[src/rtl/bus_pkg.sv]
// Shared system-bus definitions: transfer-type encodings, the
// master-ID width rule and the default idle address.
package bus_pkg;

    localparam logic [1:0] HTRANS_IDLE   = 2'b00;
    localparam logic [1:0] HTRANS_BUSY   = 2'b01;
    localparam logic [1:0] HTRANS_NONSEQ = 2'b10;
    localparam logic [1:0] HTRANS_SEQ    = 2'b11;

    // Wide enough for any address width in use; users take the low bits.
    localparam logic [63:0] BUS_IDLE_ADDR = 64'h0;

    // Master-ID width: ceil(log2(n)), never narrower than one bit.
    function automatic int mw_of(input int n);
        return (n <= 2) ? 1 : $clog2(n);
    endfunction

endpackage

[src/rtl/onehot_enc.sv]
// Combinational one-hot to index encoder with validity flags.
// Ports: i_vec (N bits) -> o_idx (MW bits), o_valid (exactly one bit
// set), o_multi (more than one bit set).
module onehot_enc #(
    parameter int N  = 2,
    parameter int MW = 1
) (
    input  logic [N-1:0]  i_vec,
    output logic [MW-1:0] o_idx,
    output logic          o_valid,
    output logic          o_multi
);

    logic [MW-1:0] w_idx;
    logic          w_any;
    logic          w_multi;

    // OR-reduce the indices of set bits; only meaningful when one-hot.
    always_comb begin
        w_idx   = '0;
        w_any   = 1'b0;
        w_multi = 1'b0;
        for (int i = 0; i < N; i++) begin
            if (i_vec[i]) begin
                w_multi = w_multi | w_any;
                w_any   = 1'b1;
                w_idx   = w_idx | MW'(i);
            end
        end
    end

    assign o_idx   = w_idx;
    assign o_valid = w_any & ~w_multi;
    assign o_multi = w_multi;

endmodule

[src/rtl/addr_mux_n.sv]
// Registered N-master address-phase mux with data-phase owner tracking
// and a sticky illegal-grant flag.
// Ports: CLK, RST (async low), HADDR_IN/HTRANS_IN (packed per master),
// SEL (one-hot grant), HREADY, ERR_CLR -> HADDR, HTRANS, HMASTER,
// HMASTER_D, D_VALID, SEL_ERR (all flop outputs).
module addr_mux_n
    import bus_pkg::*;
#(
    parameter int                N_MASTERS = 2,
    parameter int                ADDR_W    = 16,
    parameter logic [ADDR_W-1:0] IDLE_ADDR = BUS_IDLE_ADDR[ADDR_W-1:0]
) (
    input  logic                          CLK,
    input  logic                          RST,
    input  logic [N_MASTERS*ADDR_W-1:0]   HADDR_IN,
    input  logic [N_MASTERS*2-1:0]        HTRANS_IN,
    input  logic [N_MASTERS-1:0]          SEL,
    input  logic                          HREADY,
    input  logic                          ERR_CLR,
    output logic [ADDR_W-1:0]             HADDR,
    output logic [1:0]                    HTRANS,
    output logic [mw_of(N_MASTERS)-1:0]   HMASTER,
    output logic [mw_of(N_MASTERS)-1:0]   HMASTER_D,
    output logic                          D_VALID,
    output logic                          SEL_ERR
);

    localparam int MW = mw_of(N_MASTERS);

    logic [MW-1:0]     w_idx;
    logic              w_valid;
    logic              w_multi;
    logic [ADDR_W-1:0] w_addr;
    logic [1:0]        w_trans;

    logic [ADDR_W-1:0] r_haddr;
    logic [1:0]        r_htrans;
    logic [MW-1:0]     r_hmaster;
    logic [MW-1:0]     r_hmaster_d;
    logic              r_d_valid;
    logic              r_sel_err;

    onehot_enc #(
        .N  (N_MASTERS),
        .MW (MW)
    ) u_enc (
        .i_vec   (SEL),
        .o_idx   (w_idx),
        .o_valid (w_valid),
        .o_multi (w_multi)
    );

    // AND-OR mux gated directly by SEL; the result is only used when
    // SEL is one-hot, so no priority logic sits on the path.
    always_comb begin
        w_addr  = '0;
        w_trans = '0;
        for (int i = 0; i < N_MASTERS; i++) begin
            w_addr  = w_addr  | (HADDR_IN[i*ADDR_W +: ADDR_W] & {ADDR_W{SEL[i]}});
            w_trans = w_trans | (HTRANS_IN[i*2 +: 2] & {2{SEL[i]}});
        end
    end

    always_ff @(posedge CLK or negedge RST) begin
        if (!RST) begin
            r_haddr     <= IDLE_ADDR;
            r_htrans    <= HTRANS_IDLE;
            r_hmaster   <= '0;
            r_hmaster_d <= '0;
            r_d_valid   <= 1'b0;
        end else if (HREADY) begin
            // Data phase takes the address phase being retired now.
            r_hmaster_d <= r_hmaster;
            r_d_valid   <= r_htrans[1];
            if (w_valid) begin
                r_haddr   <= w_addr;
                r_htrans  <= w_trans;
                r_hmaster <= w_idx;
            end else begin
                // No or illegal grant: idle, park on the last owner.
                r_haddr  <= IDLE_ADDR;
                r_htrans <= HTRANS_IDLE;
            end
        end
    end

    // Sticky error flag; a fresh illegal grant beats a clear.
    always_ff @(posedge CLK or negedge RST) begin
        if (!RST) begin
            r_sel_err <= 1'b0;
        end else if (w_multi) begin
            r_sel_err <= 1'b1;
        end else if (ERR_CLR) begin
            r_sel_err <= 1'b0;
        end
    end

    assign HADDR     = r_haddr;
    assign HTRANS    = r_htrans;
    assign HMASTER   = r_hmaster;
    assign HMASTER_D = r_hmaster_d;
    assign D_VALID   = r_d_valid;
    assign SEL_ERR   = r_sel_err;

endmodule

[config.mk]
export PLATFORM = sky130hd
export DESIGN_NAME = addr_mux_n
export DESIGN_NICKNAME = d
export VERILOG_FILES = /design/src/rtl/bus_pkg.sv /design/src/rtl/onehot_enc.sv /design/src/rtl/addr_mux_n.sv
export SDC_FILE = /design/constraint.sdc
export NUM_CORES = 1
export LEC_CHECK = 0
export CAP_MARGIN = 20
export CORE_AREA = 2 2 54 56
export CTS_BUF_LIST = sky130_fd_sc_hd__clkbuf_8
export DETAILED_ROUTE_END_ITERATION = 12
export DIE_AREA = 0 0 56 58
export PLACE_DENSITY = 0.83
export SETUP_SLACK_MARGIN = 0.05
export SLEW_MARGIN = 15
export SYNTH_ARGS = -nofsm -noshare
export SYNTH_HDL_FRONTEND = slang
export SYNTH_HIERARCHICAL = 1
export SYNTH_SLANG_ARGS = --single-unit
[constraint.sdc]
create_clock -name CLK -period 2.1 [get_ports CLK]
set_input_delay 0.525 -clock CLK [delete_from_list [all_inputs] [get_ports CLK]]
set_output_delay 0.525 -clock CLK [all_outputs]
set_load 0.03 [all_outputs]
---- Word level (Yosys, flattened, before mapping) ----
Index checks and enable logic that the tools add are counted.
word-level totals
  output and inout port bits .............. 22
  register bits after elaboration ......... 22
  input port bits ......................... 42
  word-level logic and storage cells ...... 24
operators by class
  bitwise operators ....................... 8
  mux-type cells .......................... 8
  reductions and logical operators ........ 2
operators by type and width
  kind                number
  $and A16 B16 Y16    2
  $mux W16            1
  $or A16 B16 Y16     1
  $mux W1             6
  $and A2 B2 Y2       2
  $mux W2             1
  $or A2 B2 Y2        1
  $reduce_and A2 Y1   1
  $reduce_bool A2 Y1  1
  $and A1 B1 Y1       1
  $not A1 Y1          1

---- Longest topological paths before layout ----
Gate-level depths: netlist of the first run.
  depth after elaboration ................. 5
  depth in mapped cells ................... 4
  depth with buffers taken out ............ 3

---- Cells and area by module ----
The synthesis of the first run kept the hierarchy.
modules (own cells, without submodules)
  module      seq. area each (um^2)  area each (um^2)  cells an instance  times used
  addr_mux_n  550.5                  984.7             89                 1
  onehot_enc  0.0                    20.0              2                  1

---- Worst setup path after synthesis of the first run ----
Ideal clock, no wire load.
  kind .................................... input to register
  from .................................... input port SEL[0]
  to ...................................... register r_hmaster, in the netlist HMASTER
  data arrival time ....................... 1.241 ns
  required time ........................... 1.975 ns
  library setup time ...................... 0.125 ns
  buffers on the path ..................... 0
  cell stages on the path ................. 3
  path slack .............................. 0.734 ns
  path through ............................ ha_1 nand2_4 mux2_4
on the way
  longest elaborated chain between the ends .. 5
  elaborated cells between the ends (all ways) .. 6
  those cells by class .................... 3 x mux; 2 x bitwise; 1 x reduce/logical
RTL lines
  what                           line              source
  from (decl)                    addr_mux_n.sv:17  input logic [N_MASTERS-1:0] SEL,
  $mux W1 *                      onehot_enc.sv:24  if (i_vec[i]) begin
  $mux W1                        onehot_enc.sv:24
  $not A1 Y1                     onehot_enc.sv:33  assign o_valid = w_any & ~w_multi;
  $and A1 B1 Y1 *                onehot_enc.sv:33
  $reduce_and A2 Y1 (no line) *  n/a
  to (signal assigned)           addr_mux_n.sv:78  r_hmaster <= w_idx;
  to (decl)                      addr_mux_n.sv:38  logic [MW-1:0] r_hmaster;
Every way passes the cells marked *; elsewhere a longest branch is shown, timed or not.
A chain may end at the register's enable or synchronous reset.

---- Worst setup path in the final report of the first run ----
  from .................................... register r_haddr[6], in the netlist HADDR[6]
  to ...................................... output port HADDR[6]
RTL lines
  what                    line              source
  from (decl)             addr_mux_n.sv:36  logic [ADDR_W-1:0] r_haddr;
  from (signal assigned)  addr_mux_n.sv:76  r_haddr <= w_addr;
  to (decl)               addr_mux_n.sv:20  output logic [ADDR_W-1:0] HADDR,
No word-level cell between the ends.

==> flow_summary.json, run 1 <==
{
  "status": "finished, final reports clean",
  "path_clk_slew_ps": 80,
  "grtUsageTotal_pct": 20.7,
  "finalMaxSlewViolations": 0,
  "post-place-ws_ps": 233,
  "fp.dieH_um": 58,
  "overflow": 0,
  "finalHoldViolCount": 0,
  "crit_end": "HADDR[6]",
  "viasPerCell": 5.02,
  "clk-insertion-delay-late_ps": 270,
  "synth_top_cell_by_area": "dfrtp_1",
  "max_stage_delay_ps": 710,
  "crit_required_ps": 1570,
  "fmax_mhz": 530,
  "vias": 938,
  "htreeDepth": 1,
  "finClkSkew_ps": 0.876,
  "slew_headroom_pct": 76.3,
  "crit_chain": "clkdlybuf4s50_1",
  "worstHoldStart": "SEL_ERR$_DFFE_PN0P_",
  "synth_top_area_share_pct": 54.8,
  "core_um2": 2660,
  "port_buffers": 63,
  "critical_path.top_delay_family": "buffers and inverters",
  "ys_warn_count": 6,
  "fin_crit_ps": 1890,
  "antenna_found_initial": 0,
  "cts_resized": 0,
  "gp_congestion": 0.789,
  "peakVddDrop_mv": 0.526,
  "grt_pass1_wl_um": 5060,
  "synth_area_um2": 1000,
  "grt_max_degree": 23,
  "cts_tree": "built",
  "cts_setup_buffers": 0,
  "finalWirelength_um": 3030,
  "diodes": 0,
  "worst-path-max-fanout": 2,
  "startpoint_type": "flip-flop",
  "ys_ff_latch": 22,
  "crit_path_end_kind": "primary output",
  "drv_cap": 0,
  "rr_worst_depth": 1,
  "die_width_um": 56,
  "crit_start": "HADDR[6]$_DFFE_PN0P_",
  "setup_ws_ps": 215,
  "syn-instance-count": 91,
  "ys_types": 12,
  "ioPinCount": 64,
  "clockBufferDepth": 2,
  "rsz0062_at_grt": "no",
  "nets": 200,
  "postCtsHoldBufs": 0,
  "rows": 19,
  "routedWlPerCell_um": 16.2,
  "cts-buffers-inserted": 3,
  "tightest_slew_ps": 354,
  "crit_slowest_cell": "clkdlybuf4s50_1",
  "synth.avg_cell_area_um2": 11.0,
  "dp_hpwl_um": 2320,
  "synth_area_leaders": "dfrtp_1 (55%), a22oi_1 (13%), o22ai_1 (11%)",
  "final_util_pct": 64.1,
  "cts.sinks": 22,
  "start_util_pct": 37.7,
  "rr_startpoint": "HMASTER$_DFFE_PN0P_",
  "critPathBufInv": 1,
  "grt_pass1_vias": 1064,
  "powerDensity_nw_per_um2": 708,
  "fin_crit_sh_pct": 89.8,
  "r2r_slack_ps": 1310,
  "firstDrtPassIters": 4,
  "setup_viol": 0,
  "hp-class": "reg2reg",
  "yosysSeqAreaShare_pct": 54.8,
  "power_leakage_nw": 0.740,
  "tns_ps": 0,
  "drc_errors": 0,
  "die_area_um2": 3250,
  "critical_path_class": "reg2out",
  "drive_above_1_share_pct": 8.97,
  "cp.depth": 1,
  "r2r_end": "HMASTER_D$_DFFE_PN0P_",
  "cts-root-buf": "clkbuf_8",
  "ant_nets": 0,
  "critical_path_arrival_ps": 1360,
  "drtIter0Drc": 13,
  "area_growth_pct": 70.0,
  "syn_nets": 134
}
==> cell usage in the layout, fill, tap and decap left out, drive strengths merged <==
master | Yosys | layout
a21o | 1 | 1
a22oi | 18 | 18
buf | 8 | 6
clkbuf | 0 | 4
clkdlybuf4s50 | 0 | 63
dfrtp | 22 | 22
ha | 1 | 1
inv | 19 | 19
mux2 | 3 | 3
nand2 | 1 | 1
o22ai | 18 | 18
==> where the power goes <==
group	internal [mW]	switching, mW	leakage (nW)
Combinational	0.202	0.200	0.427
Clock	0.167	0.138	0.0288
Sequential	0.472	0.0291	0.285
Total	0.841	0.368	0.740
==> cell usage after synthesis <==
master   count
a21o_1       1
a22oi_1     18
buf_2        2
buf_4        3
buf_6        3
dfrtp_1     22
ha_1         1
inv_1       19
mux2_2       2
mux2_4       1
nand2_4      1
o22ai_1     18
==> sequential cells by signal, indices dropped and copies added (netlist names) <==
register   flops
HADDR         16
HTRANS         2
D_VALID        1
HMASTER        1
HMASTER_D      1
SEL_ERR        1
==> cell type report <==
class,instances,area [um^2]
fill,239,955
clock buffer,4,55.1
inverter,19,71.3
multi-input combinational,42,317
sequential,22,551
tap,31,38.8
timing repair buffer,69,676
==> kinds of logic after synthesis <==
| group | after synthesis | synth area share [%] |
|---|---|---|
| DFF | 22 | 54.8 |
| adders and majority gates | 1 | 1.25 |
| and+or+nand+nor | 1 | 1.12 |
| buffers and inverters | 27 | 13.7 |
| muxes | 3 | 3.74 |
| AOI/OAI and AO/OA | 37 | 25.4 |
==> per-stage QoR <==
stage               total power [mW]  std cells  instance area, um^2  hold slack (ps)
finish                          1.21        187                 1710              501
global route                    1.27        187                 1710              524
CTS                             1.23        187                 1710              509
detailed placement             0.914        183                 1650              488
global placement               0.900        183                 1650              467
floorplan                      0.702         91                 1000              229
==> routing by layer <==
metal | GRT usage (%) | routed length, um
met1 | 23.7 | 1140
met2 | 37.0 | 1610
met3 | 4.91 | 227
met4 | 9.18 | 54
met5 | 0 | 0
==> how the worst min path moves through the flow <==
stage / to / slack, ps / depth (start not counted)
2_1_floorplan: D_VALID$_DFFE_PN0P_ / 230 / 0
3_3_place_gp: SEL_ERR$_DFFE_PN0P_ / 470 / 1
3_5_place_dp: SEL_ERR$_DFFE_PN0P_ / 490 / 1
4_1_cts: SEL_ERR$_DFFE_PN0P_ / 510 / 1
5_1_grt: SEL_ERR$_DFFE_PN0P_ / 520 / 1
6_report: SEL_ERR$_DFFE_PN0P_ / 500 / 1
(Power assumes the default switching activity.)
==> inputs of run 2 (changes only) <==
--- a/config.mk
+++ b/config.mk
@@ -10,6 +10,7 @@
 export CTS_BUF_LIST = sky130_fd_sc_hd__clkbuf_8
 export DETAILED_ROUTE_END_ITERATION = 12
 export DIE_AREA = 0 0 56 58
+export MAX_ROUTING_LAYER = met4
 export PLACE_DENSITY = 0.83
 export SETUP_SLACK_MARGIN = 0.05
 export SLEW_MARGIN = 15
==> flow_summary.json, run 2 (synthesis gave the netlist of run 1 again) <==
{
  "crit_required_ps": 1570,
  "p_total_mw": 1.21,
  "cts_tree": "built",
  "rsz0062_at_grt": "no",
  "overflow": 0,
  "top_layer": "met4",
  "grtUsageTotal_pct": 21.2,
  "routedWlPerCell_um": 16.2,
  "hp-class": "reg2reg",
  "cts-buffers-inserted": 3,
  "diodes": 0,
  "finalHoldViolCount": 0,
  "grt_pass1_wl_um": 5040,
  "slew_headroom_pct": 75.7,
  "multi_input_comb_area_um2": 317,
  "fmax_mhz": 530,
  "grt_max_degree": 23,
  "tns_ps": 0,
  "cts_resized": 0,
  "powerDensity_nw_per_um2": 710,
  "crit_slowest_cell": "clkdlybuf4s50_1",
  "r2r_slack_ps": 1310,
  "die_area_um2": 3250,
  "ant_nets": 0,
  "postCtsHoldBufs": 0,
  "htreeDepth": 1,
  "vias": 960,
  "rr_startpoint": "HMASTER$_DFFE_PN0P_",
  "clk-insertion-delay-late_ps": 270,
  "drc_errors": 0,
  "finClkSkew_ps": 0.755,
  "core_um2": 2660,
  "ioPinCount": 64,
  "firstDrtPassIters": 4,
  "placed_cells": 183,
  "cts.sinks": 22,
  "drive_above_1_share_pct": 8.97,
  "gp_congestion": 0.800,
  "wl_met3_um": 192,
  "cts-root-buf": "clkbuf_8",
  "critical_path_class": "reg2out",
  "drtIter0Drc": 15,
  "cts_setup_buffers": 0,
  "wl_met1_um": 1170,
  "fin_crit_sh_pct": 89.8,
  "finalMaxSlewViolations": 0,
  "startpoint_type": "flip-flop",
  "finalWirelength_um": 3030,
  "crit_path_end_kind": "primary output",
  "rows": 19,
  "antenna_found_initial": 0,
  "fin_crit_ps": 1890,
  "dp_hpwl_um": 2320,
  "layout_common_cells": "clkdlybuf4s50_1 (63), dfrtp_1 (22), inv_1 (19)",
  "port_buffers": 63,
  "critical_path_arrival_ps": 1360,
  "clockBufferDepth": 2,
  "regArea_um2": 551,
  "tightest_slew_ps": 363,
  "nets": 200,
  "final_common_cell": "clkdlybuf4s50_1",
  "die_width_um": 56,
  "power_leakage_nw": 0.740,
  "critical_path.top_delay_family": "buffers and inverters",
  "final_cells": 187,
  "worstHoldStart": "SEL_ERR$_DFFE_PN0P_",
  "fp.dieH_um": 58,
  "status": "finished, final reports clean",
  "path_clk_slew_ps": 80,
  "peakVddDrop_mv": 0.528,
  "wl_met2_um": 1610,
  "crit_start": "HMASTER$_DFFE_PN0P_",
  "viasPerCell": 5.13,
  "crit_chain": "clkdlybuf4s50_1",
  "drv_cap": 0,
  "grt_pass1_vias": 1066,
  "start_util_pct": 37.7,
  "max_stage_delay_ps": 690,
  "critPathBufInv": 1,
  "worst-path-max-fanout": 3,
  "setup_viol": 0,
  "fill_cells": 239,
  "area_growth_pct": 70.0,
  "timing.hold.ws_ps": 500,
  "largest_reg_flops": 16
}
-- run 2: stage by stage --
stage | cell area [um^2] | util, % | setup WS, ps
global placement | 1650 | 62.1 | 259
global route | 1710 | 64.1 | 172
CTS | 1710 | 64.1 | 192
finish | 1710 | 64.1 | 214
detailed placement | 1650 | 62.1 | 233
floorplan | 1000 | - | 734
-- run 2: final cells by class --
class,count,area share [%]
clock buffers,4,3.22
inverters,19,4.18
multi-input cells,42,18.5
flip-flops and latches,22,32.2
well taps,31,2.27
repair buffers,69,39.6
-- run 2: routing by layer --
layer  GRT usage [%]  vias to the layer above
met2            37.1                       49
li1                -                      454
met1            24.1                      451
met5               -                        -
met4            9.18                        0
met3            3.57                        6
-- run 2: path summary, 6_finish.rpt --
| kind | end | cells past startpoint |
|---|---|---|
| max | HMASTER | 1 |
| min | SEL_ERR$_DFFE_PN0P_ | 1 |
| max reg2reg | HMASTER_D$_DFFE_PN0P_ | 1 |
| min reg2reg | SEL_ERR$_DFFE_PN0P_ | 1 |
| max in group asynchronous | HADDR[11]$_DFFE_PN0P_ | 2 |
| min in group asynchronous | HMASTER_D$_DFFE_PN0P_ | 2 |
-- run 2: power breakdown --
| part | leakage, nW | internal [mW] | total (mW) | switching (mW) |
|---|---|---|---|---|
| Sequential | 0.285 | 0.472 | 0.501 | 0.0291 |
| Combinational | 0.427 | 0.202 | 0.403 | 0.201 |
| Clock | 0.0288 | 0.167 | 0.309 | 0.141 |
| Total | 0.740 | 0.841 | 1.21 | 0.371 |
==> inputs of run 3 (changes only) <==
--- a/config.mk
+++ b/config.mk
@@ -6,12 +6,13 @@
 export NUM_CORES = 1
 export LEC_CHECK = 0
 export CAP_MARGIN = 20
-export CORE_AREA = 2 2 54 56
+export CORE_AREA = 2 2 51 53
 export CTS_BUF_LIST = sky130_fd_sc_hd__clkbuf_8
 export DETAILED_ROUTE_END_ITERATION = 12
-export DIE_AREA = 0 0 56 58
+export DIE_AREA = 0 0 53 55
+export DONT_BUFFER_PORTS = 1
 export MAX_ROUTING_LAYER = met4
-export PLACE_DENSITY = 0.83
+export PLACE_DENSITY = 0.57
 export SETUP_SLACK_MARGIN = 0.05
 export SLEW_MARGIN = 15
 export SYNTH_ARGS = -nofsm -noshare
==> flow_summary.json, run 3 (synthesis gave the netlist of run 1 again) <==
{
  "status": "finished, final reports clean",
  "dp_hpwl_um": 1600,
  "rr_worst_depth": 1,
  "grt_pass1_wl_um": 3530,
  "startpoint_type": "flip-flop",
  "fp.dieH_um": 55,
  "tns_ps": 0,
  "grtUsageTotal_pct": 17.6,
  "htreeDepth": 1,
  "die_width_um": 53,
  "drtIter0Drc": 8,
  "diodes": 0,
  "p_total_mw": 1.01,
  "r2r_slack_ps": 1180,
  "hp-class": "in2reg",
  "firstDrtPassIters": 4,
  "grt_max_degree": 23,
  "finalHoldViolCount": 0,
  "critical_path_arrival_ps": 800,
  "cp.depth": 0,
  "clockBufferDepth": 2,
  "fin_crit_ps": 1320,
  "powerDensity_nw_per_um2": 953,
  "vias": 703,
  "layout_common_cells": "dfrtp_1 (22), inv_1 (19), a22oi_1 (18), o22ai_1 (18), clkbuf_8 (4)",
  "slew_headroom_pct": 60.1,
  "setup_viol": 0,
  "finalWirelength_um": 2330,
  "power_leakage_nw": 0.483,
  "worst-path-max-fanout": 3,
  "cts-buffers-inserted": 3,
  "crit_path_end_kind": "primary output",
  "viasPerCell": 5.91,
  "worstHoldPathCells": 1,
  "drive_above_1_share_pct": 10.1,
  "overflow": 0,
  "gp_congestion": 0.641,
  "finClkSkew_ps": 0.313,
  "rr_startpoint": "HTRANS[1]$_DFFE_PN0P_",
  "final_common_cell": "dfrtp_1",
  "path_clk_slew_ps": 80,
  "port_buffers": 0,
  "tightest_slew_ps": 596,
  "routedWlPerCell_um": 19.6,
  "crit_start": "HTRANS[1]$_DFFE_PN0P_",
  "ant_nets": 0,
  "crit_end": "HTRANS[1]",
  "fin_crit_sh_pct": 62.9,
  "cts.sinks": 22,
  "antenna_found_initial": 0,
  "finalMaxSlewViolations": 0,
  "die_area_um2": 2920,
  "clk-insertion-delay-late_ps": 260,
  "core_um2": 2360,
  "nets": 133,
  "rows": 18,
  "peakVddDrop_mv": 0.446,
  "drv_cap": 0,
  "largest_reg_flops": 16,
  "ioPinCount": 64,
  "grt_pass1_vias": 764,
  "crit_required_ps": 1570,
  "critical_path_class": "reg2out",
  "rsz0062_at_grt": "no",
  "drc_errors": 0,
  "cts-root-buf": "clkbuf_8",
  "start_util_pct": 42.5,
  "fmax_mhz": 757,
  "area_growth_pct": 5.11,
  "cts_tree": "built",
  "r2r_end": "D_VALID$_DFFE_PN0P_"
}
[run 3: how the worst min path moves through the flow]
stage / start / end / slack (ps)
global placement: RST / HADDR[11]$_DFFE_PN0P_ / 230
CTS: HREADY / HADDR[5]$_DFFE_PN0P_ / 360
detailed placement: RST / SEL_ERR$_DFFE_PN0P_ / 230
floorplan: RST / D_VALID$_DFFE_PN0P_ / 230
finish: HREADY / HADDR[5]$_DFFE_PN0P_ / 370
global route: HREADY / HADDR[9]$_DFFE_PN0P_ / 350
[run 3: timing repair]
item | in CTS | in global routing
gates resized for setup | 0 | 0
hold endpoints to repair | 22 | 0
hold buffers | 1 | 0
setup buffers | 0 | 0
[run 3: cell type report]
class | count | area (um^2)
inverters | 19 | 71.3
fillers | 247 | 1310
repair buffers | 2 | 25.0
multi-input cells | 42 | 317
well taps | 30 | 37.5
flip-flops and latches | 22 | 551
clock buffers | 4 | 55.1
[run 3: report_power, final]
group          leakage (nW)  total [mW]  internal, mW  switching [mW]
clock                0.0288       0.305         0.167           0.138
combinational         0.170      0.0993        0.0528          0.0465
sequential            0.285       0.602         0.470           0.132
[run 3: metal layers]
layer	routed length, um	GRT usage [%]	up-vias
met5	0	-	-
met4	17	7.69	0
met3	241	5.91	2
met2	1130	28.7	38
met1	940	19.8	342
li1	-	-	321
[run 3: metrics by stage]
step           instances  util, %  cell area, um^2  worst slack, ps  hold WS, ps
2_1_floorplan         91        -             1000              734          229
3_3_place_gp         113     41.3              976              628          230
4_1_cts              118     44.0             1040              536          356
5_1_grt              119     44.7             1060              740          347
3_5_place_dp         113     41.3              976              616          230
6_report             119     44.7             1060              780          368
